`config.mk`:
```
export PLATFORM = sky130hd
export DESIGN_NAME = counter_sched
export DESIGN_NICKNAME = d
export VERILOG_FILES = /design/src/rtl/counter_sched.sv
export SDC_FILE = /design/constraint.sdc
export NUM_CORES = 1
export LEC_CHECK = 0
export CORE_UTILIZATION = 45
export CTS_BUF_LIST = sky130_fd_sc_hd__clkbuf_8 sky130_fd_sc_hd__clkbuf_16
export CTS_CLUSTER_DIAMETER = 50
export DETAILED_ROUTE_END_ITERATION = 10
export PLACE_DENSITY = 0.78
export SKIP_CTS_REPAIR_TIMING = 1
export SKIP_LAST_GASP = 1
export SYNTH_ARGS = -nofsm -noshare
export SYNTH_HDL_FRONTEND = slang
export SYNTH_SLANG_ARGS = --single-unit
```
`constraint.sdc`:
```
create_clock -name clk -period 8.26 [get_ports clk]
set_input_delay 0.826 -clock clk [delete_from_list [all_inputs] [get_ports clk]]
set_output_delay 0.826 -clock clk [all_outputs]
set_load 0.1 [all_outputs]
```
`src/rtl/counter_sched.sv`:
```
// counter_sched -- round-robin scheduler sharing one W-bit interval counter
// between N requesters.
//
// A requester raises req[i] with its interval length on len[i*W +: W]. In
// IDLE the first active request at or after the rotating pointer wins; its
// length is latched, grant is held for exactly L cycles while value counts
// 0..L-1, then done pulses for one cycle and the block returns to IDLE.
// A zero-length request skips RUN and produces only the done pulse.
//
// Optional feature (macro COUNTER_SCHED_ABORT_EN): when defined, dropping
// req[owner] during RUN aborts the interval (back to IDLE, no done pulse).
//
// Parameters:
//   N  number of requesters (2..8)
//   W  counter / interval length width
// Ports:
//   clk    clock, rising edge
//   reset  synchronous active-high reset
//   req    [N]    request levels
//   len    [N*W]  interval lengths, sampled at grant
//   grant  [N]    one-hot, high during the owner's RUN cycles
//   done   [N]    one-hot, single-cycle completion pulse
//   busy          high in RUN and DONE
//   value  [W]    current counter value
module counter_sched #(
   parameter int N = 4,
   parameter int W = 8
) (
   input  logic           clk,
   input  logic           reset,
   input  logic [N-1:0]   req,
   input  logic [N*W-1:0] len,
   output logic [N-1:0]   grant,
   output logic [N-1:0]   done,
   output logic           busy,
   output logic [W-1:0]   value
);

   localparam int PW = (N > 1) ? $clog2(N) : 1;

   localparam logic [1:0] ST_IDLE = 2'd0;
   localparam logic [1:0] ST_RUN  = 2'd1;
   localparam logic [1:0] ST_DONE = 2'd2;

   localparam logic [N-1:0] ONE_HOT0 = {{(N-1){1'b0}}, 1'b1};

   logic [1:0]    state_reg;
   logic [PW-1:0] ptr_reg;
   logic [PW-1:0] owner_reg;
   logic [W-1:0]  len_reg;
   logic [W-1:0]  value_reg;
   logic [N-1:0]  grant_reg;
   logic [N-1:0]  done_reg;

   // Per-slot views: unpacked lengths and the requester index examined at
   // search position gi, i.e. (ptr + gi) mod N.
   logic [W-1:0]  len_arr  [N];
   logic [PW-1:0] cand_idx [N];

   genvar gi;
   generate
      for (gi = 0; gi < N; gi++) begin : g_slot
         logic [PW:0] sum;
         assign len_arr[gi]  = len[gi*W +: W];
         assign sum          = {1'b0, ptr_reg} + (PW+1)'(gi);
         assign cand_idx[gi] = (sum >= (PW+1)'(N)) ? PW'(sum - (PW+1)'(N))
                                                    : sum[PW-1:0];
      end
   endgenerate

   logic          win_found;
   logic [PW-1:0] win_idx;
   logic [W-1:0]  win_len;
   logic [N-1:0]  win_onehot;
   logic [N-1:0]  owner_onehot;
   logic [PW-1:0] ptr_next;
   logic          run_last;

   // Scan from the farthest position back to the pointer so the last hit,
   // which is the one nearest the pointer, is the winner.
   always_comb begin
      win_found = 1'b0;
      win_idx   = '0;
      for (int k = N - 1; k >= 0; k--) begin
         if (req[cand_idx[k]]) begin
            win_found = 1'b1;
            win_idx   = cand_idx[k];
         end
      end
   end

   assign win_len      = len_arr[win_idx];
   assign win_onehot   = ONE_HOT0 << win_idx;
   assign owner_onehot = ONE_HOT0 << owner_reg;
   assign ptr_next     = (win_idx == PW'(N - 1)) ? '0 : win_idx + PW'(1);
   // len_reg is non-zero whenever RUN is entered, so L-1 cannot underflow.
   assign run_last     = (value_reg == len_reg - W'(1));

   logic abort;
`ifdef COUNTER_SCHED_ABORT_EN
   assign abort = ~req[owner_reg];
`else
   assign abort = 1'b0;
`endif

   always_ff @(posedge clk) begin
      if (reset) begin
         state_reg <= ST_IDLE;
         ptr_reg   <= '0;
         owner_reg <= '0;
         len_reg   <= '0;
         value_reg <= '0;
         grant_reg <= '0;
         done_reg  <= '0;
      end else begin
         case (state_reg)
            ST_IDLE: begin
               if (win_found) begin
                  owner_reg <= win_idx;
                  len_reg   <= win_len;
                  ptr_reg   <= ptr_next;
                  value_reg <= '0;
                  if (win_len != '0) begin
                     state_reg <= ST_RUN;
                     grant_reg <= win_onehot;
                  end else begin
                     // Zero-length interval: completion only, no grant cycle.
                     state_reg <= ST_DONE;
                     done_reg  <= win_onehot;
                  end
               end
            end
            ST_RUN: begin
               if (abort) begin
                  state_reg <= ST_IDLE;
                  grant_reg <= '0;
                  value_reg <= '0;
               end else if (run_last) begin
                  // value holds at L-1 through the DONE cycle.
                  state_reg <= ST_DONE;
                  grant_reg <= '0;
                  done_reg  <= owner_onehot;
               end else begin
                  value_reg <= value_reg + W'(1);
               end
            end
            ST_DONE: begin
               state_reg <= ST_IDLE;
               done_reg  <= '0;
               value_reg <= '0;
            end
            default: begin
               state_reg <= ST_IDLE;
               grant_reg <= '0;
               done_reg  <= '0;
               value_reg <= '0;
            end
         endcase
      end
   end

   assign grant = grant_reg;
   assign done  = done_reg;
   assign busy  = (state_reg == ST_RUN) || (state_reg == ST_DONE);
   assign value = value_reg;

endmodule

```
* After elaboration in Yosys (flattened, before gate mapping)
Cells that the tools add are included.
Widths: inputs -> output; s select.
** Word-level totals
- Bits in registers :: 30
- Logic and storage cells :: 86
** Operators by class
- Add/subtract/negate cells :: 10
- Order comparisons :: 9
- Equal/unequal tests :: 9
- Shift-type cells :: 2
- Muxes and demuxes :: 39
- Bitwise gates (word level) :: 2
- Reduce and logical (&&, ||, !) cells :: 8
** Operators with widths (number)
- $mux 8 :: 4
- $mux 2 :: 12
- $mux 4 :: 6
- $bmux 8 s2 :: 1
- $pmux 8 s2 :: 1
- $ge 3x3->1 const B :: 4
- $lt 2x3->1 const B :: 4
- $pmux 4 s3 :: 1
- $ne 2x2->1 const B :: 5
- $add 8x1->8 const B :: 1
- $bmux 1 s2 :: 4
- $eq 8x8->1 :: 1
- $mux 1 :: 8
- $pmux 4 s2 :: 1
- $reduce_bool 8->1 :: 1
- $shl 1x2->4 const A :: 2
- $sub 2x1->2 const B :: 4
- $sub 8x1->8 const B :: 1
- $add 2x2->3 const B :: 2
- $reduce_and 2->1 :: 3
- $eq 2x2->1 const B :: 2
- $pmux 2 s2 :: 1
- $reduce_and 4->1 :: 1
- $add 2x1->3 const B :: 1
- 8 further kinds :: 8

* Depth between registers and ports, before layout
- Depth in word-level cells :: 17
- Mapped depth :: 10

* Worst setup path after synthesis
No wires, ideal clock.
- Path type :: reg-to-reg
- Start :: register value_reg[7] (netlist: value[7])
- End :: register done_reg[1] (netlist: done[1])
- Setup time :: 119 ps
- Data arrival time :: 3025 ps
- Slack :: 5115 ps
- Stages on the path, launching flop included :: 9
- Path buffers :: 0
- Clock period less this slack :: 3145 ps
- Cells stage by stage :: dfxtp_1 -> xnor2_1 -> or4b_2 -> nor3_1 -> o2111ai_1 -> a21oi_2 -> inv_2 -> a311o_1 -> o221a_1
** Between the ends
- Cells in the longest elaborated chain, start to end :: 3
** RTL lines
- start: declaration :: RTL line 51 : logic [W-1:0] value_reg;
- start signal: assignment :: RTL line 144 : value_reg <= value_reg + W'(1);
- $eq 8x8->1 :: RTL line 97 : assign run_last = (value_reg == len_reg - W'(1));
- $ne 2x2->1 (no line)
- $reduce_and 3->1 (no line)
- end signal: assignment :: RTL line 129 : done_reg <= win_onehot;
- end signal: assignment :: RTL line 142 : done_reg <= owner_onehot;
- end: declaration :: RTL line 53 : logic [N-1:0] done_reg;
No other way between the ends.
A chain may end at the register's enable or synchronous reset.

* Final worst setup path
- Start :: input req[1]
- End :: register grant_reg[2] (netlist: grant[2])
** Between the ends
- Cells in the longest elaborated chain, start to end :: 13
** RTL lines
- start: declaration :: RTL line 31 : input logic [N-1:0] req,
- $bmux 1 s2 :: RTL line 85 : if (req[cand_idx[k]]) begin
- $mux 1 (implied by the code) :: RTL line 85
- $mux 2 (4 in series) :: RTL line 85
- $not 2->3 (implied by the code) :: RTL line 92 : assign win_len = len_arr[win_idx];
- $bmux 8 s2 :: RTL line 92
- $mux 8 (implied by the code) (2 in series) :: RTL line 92
- $reduce_bool 8->1 :: RTL line 123 : if (win_len != '0) begin
- $ne 2x2->1 (no line)
- $reduce_and 4->1 (no line)
- end signal: assignment :: RTL line 125 : grant_reg <= win_onehot;
- end: declaration :: RTL line 52 : logic [N-1:0] grant_reg;
Several ways; a longest one is shown, not always the timed one. The select of a mux whose other input is x is not followed.

==> results.md <==
* Post-route ant nets at 0
* Critical path class: primary input to flip-flop
* Num Clock Sinks at 30
* Initial core utilization at 47.3%
* Synth warn at 0
* DRT Wirelength at 5270 µm
* Area after DPL at 2650 µm²
* Static leakage at 1.05 nW
* Most common cell after layout, fill and taps aside: clkdlybuf4s50_1
* DIE HEIGHT at 70.1 µm
* Worst Setup SP: req[1]
* Fin crit share at 48.0%
* Pre-antenna DRT Iters at 4
* Depth of the worst register-to-register path at 7
* Setup TNS Final at 0 ps
* Max Clock Freq at 0.252 GHz
* Startpoint Class: primary input
* Area grow syn2layout at 31.3%
* Ports at 55
* Routability Congestion at 0.905
* Fin worst setup slack at 4300 ps
* Clk root buf: clkbuf_8
* Hold wc startpoint: len_reg[7]
* Drt first-iter violations at 94
* Latest clock arrival within the worst-skew pair at 290 ps
* Pre-CTS WS at 4060 ps
* Final hold violations at 0
* Antenna Cells at 0
* Slew at the pin closest to its max-slew limit at 1000 ps
* Core area at 4410 µm²
* First-pass GRT wire length at 8990 µm
* Final slew viol count at 0
* Crit path max fanout at 21
* Maximum vdd drop at 0.185 mV
* Reg2reg setup slack at 5040 ps
* R2r startpoint: ptr_reg[1]
* Initial antenna violation count at 0
* Worst path required time at 8450 ps
* Hold Path Class: flip-flop to flip-flop
* Worst Skew at 6.94 ps
* H-Tree Depth at 2
* #FFs+latches synth at 30
* Unique cell type count in the Yosys netlist at 53
* Max_cap viols at 0
* R2R Path End: done[0]
* Syn Area/Cell at 7.76 µm²
* Via-per-instance ratio at 5.90
* Num CTS Buffers at 5
* Final #Nets at 366
* Synth Instances at 269
* CP Data Arrival Time at 4150 ps
* Cell Area, Synth at 2090 µm²
* PD cells at 364 nW/µm²
* Total global-route track usage at 22.8%
* Number of fillers in the final layout at 413
* Hold WS at 468 ps
* CP Capture Type: flip-flop
* Remaining Overflow, GRT at 0
* Min Tclk post-route at 3960 ps
* Avg WL per Cell at 14.2 µm
* Die X at 70.1 µm
* Input/output buffers at 54
* RSZ-0062 raised after global routing: no
* Ys async rst share at 0%
* Post-DP HPWL at 3960 µm
* Largest net degree at the start of global routing at 22
* Commonest cells after routing, fill and taps aside: clkdlybuf4s50_1 (54), nand2_1 (32), dfxtp_1 (30)
* Sequential area share after synthesis at 28.8%
* TritonCTS clock tree: done
* Vias after detailed routing at 2193
* Outcome: completed
* Number of global-route vias before repair at 2066
* Clock Path Buffers at 2
* Fraction of layout cells with a size suffix above 1 at 5.31%
* Final Setup Violations at 0
* Ys flop type: dfxtp_1
* Core Rows at 24
* Syn Nets at 316
* Critical path destination: grant[2]
* DRC at 0
* Die area at 4920 µm²
* Slew headroom at 32.6%
* Clock transition at the registers of the reported paths at 60 ps
* Cell area after layout at 2740 µm²
* Number of synthesized flops with an enable pin at 0
==> worst min path at each step <==
stage / endpoint / slack, ps / cells past startpoint
global placement: len_reg[7] / 460 / 2
global route: len_reg[7] / 490 / 2
floorplan: len_reg[7] / 440 / 2
CTS: len_reg[7] / 480 / 2
detailed placement: len_reg[7] / 470 / 2
finish: len_reg[7] / 470 / 2
==> critical path, cell delays in order <==
cell             delay, ps
clkdlybuf4s50_1        460
nor2_1                 480
or4b_1                 570
nand2_1                370
a211oi_1               420
o22a_1                 240
nand4_1                320
and3b_1                300
o21a_1                 160
==> report_power, final <==
| part | internal [W] | switching (W) |
|---|---|---|
| sequential | 0.000193 | 0.0000566 |
| combinational | 0.000225 | 0.000405 |
| clock | 0.0000658 | 0.0000539 |
==> metal layers <==
layer  share of wire (%)  track usage, %
met1                  44            27.4
met2                  46            37.1
met3                 6.8            6.49
met4                 3.1            11.3
met5                   0               0
==> cell families after synthesis <==
group                    count (synthesis)  share of synthesized area, %
buffers and inverters                   27                          4.97
multiplexers                             1                         0.479
adder cells (fa/ha/maj)                  9                          5.39
AND/OR/NAND/NOR                        118                          29.5
XOR/XNOR                                14                          5.87
flip-flops                              30                          28.8
AO/OA/AOI/OAI                           70                          25.0
==> Yosys cell counts (5+ instances only) <==
cell type	n	area share, %
and3_1	9	2.7
ha_1	9	5.4
inv_1	14	2.5
nor3b_1	5	1.8
xnor2_1	7	2.9
nor3_1	5	1.2
a21oi_1	18	4.3
nor4_1	6	1.8
clkbuf_1	9	1.6
xor2_1	7	2.9
nor2b_1	5	1.5
dfxtp_1	30	29
a221oi_1	5	2.1
o21a_1	5	1.8
nand3_1	15	3.6
nand2_1	32	5.8
nor2_1	21	3.8
==> area by class of cell <==
cell class                 count  area (µm²)  share of cell area, %
clock buffer                   6        82.6                   3.01
timing repair buffer          54         541                   19.7
sequential                    30         601                   21.9
clock inverter                 2        8.76                  0.319
inverter                      16        60.1                   2.19
multi-input combinational    212        1380                   50.5
tap                           52        65.1                   2.37
==> per-stage QoR <==
step | power [W] | std cells | utilization [%]
global route | 0.00107 | 372 | 62.1
detailed placement | 0.000877 | 364 | 60.0
CTS | 0.00100 | 372 | 62.1
finish | 0.000999 | 372 | 62.1
global placement | 0.000865 | 364 | 60.0
floorplan | 0.000743 | 269 | -
No activity file was read; power rests on OpenSTA's default activity.
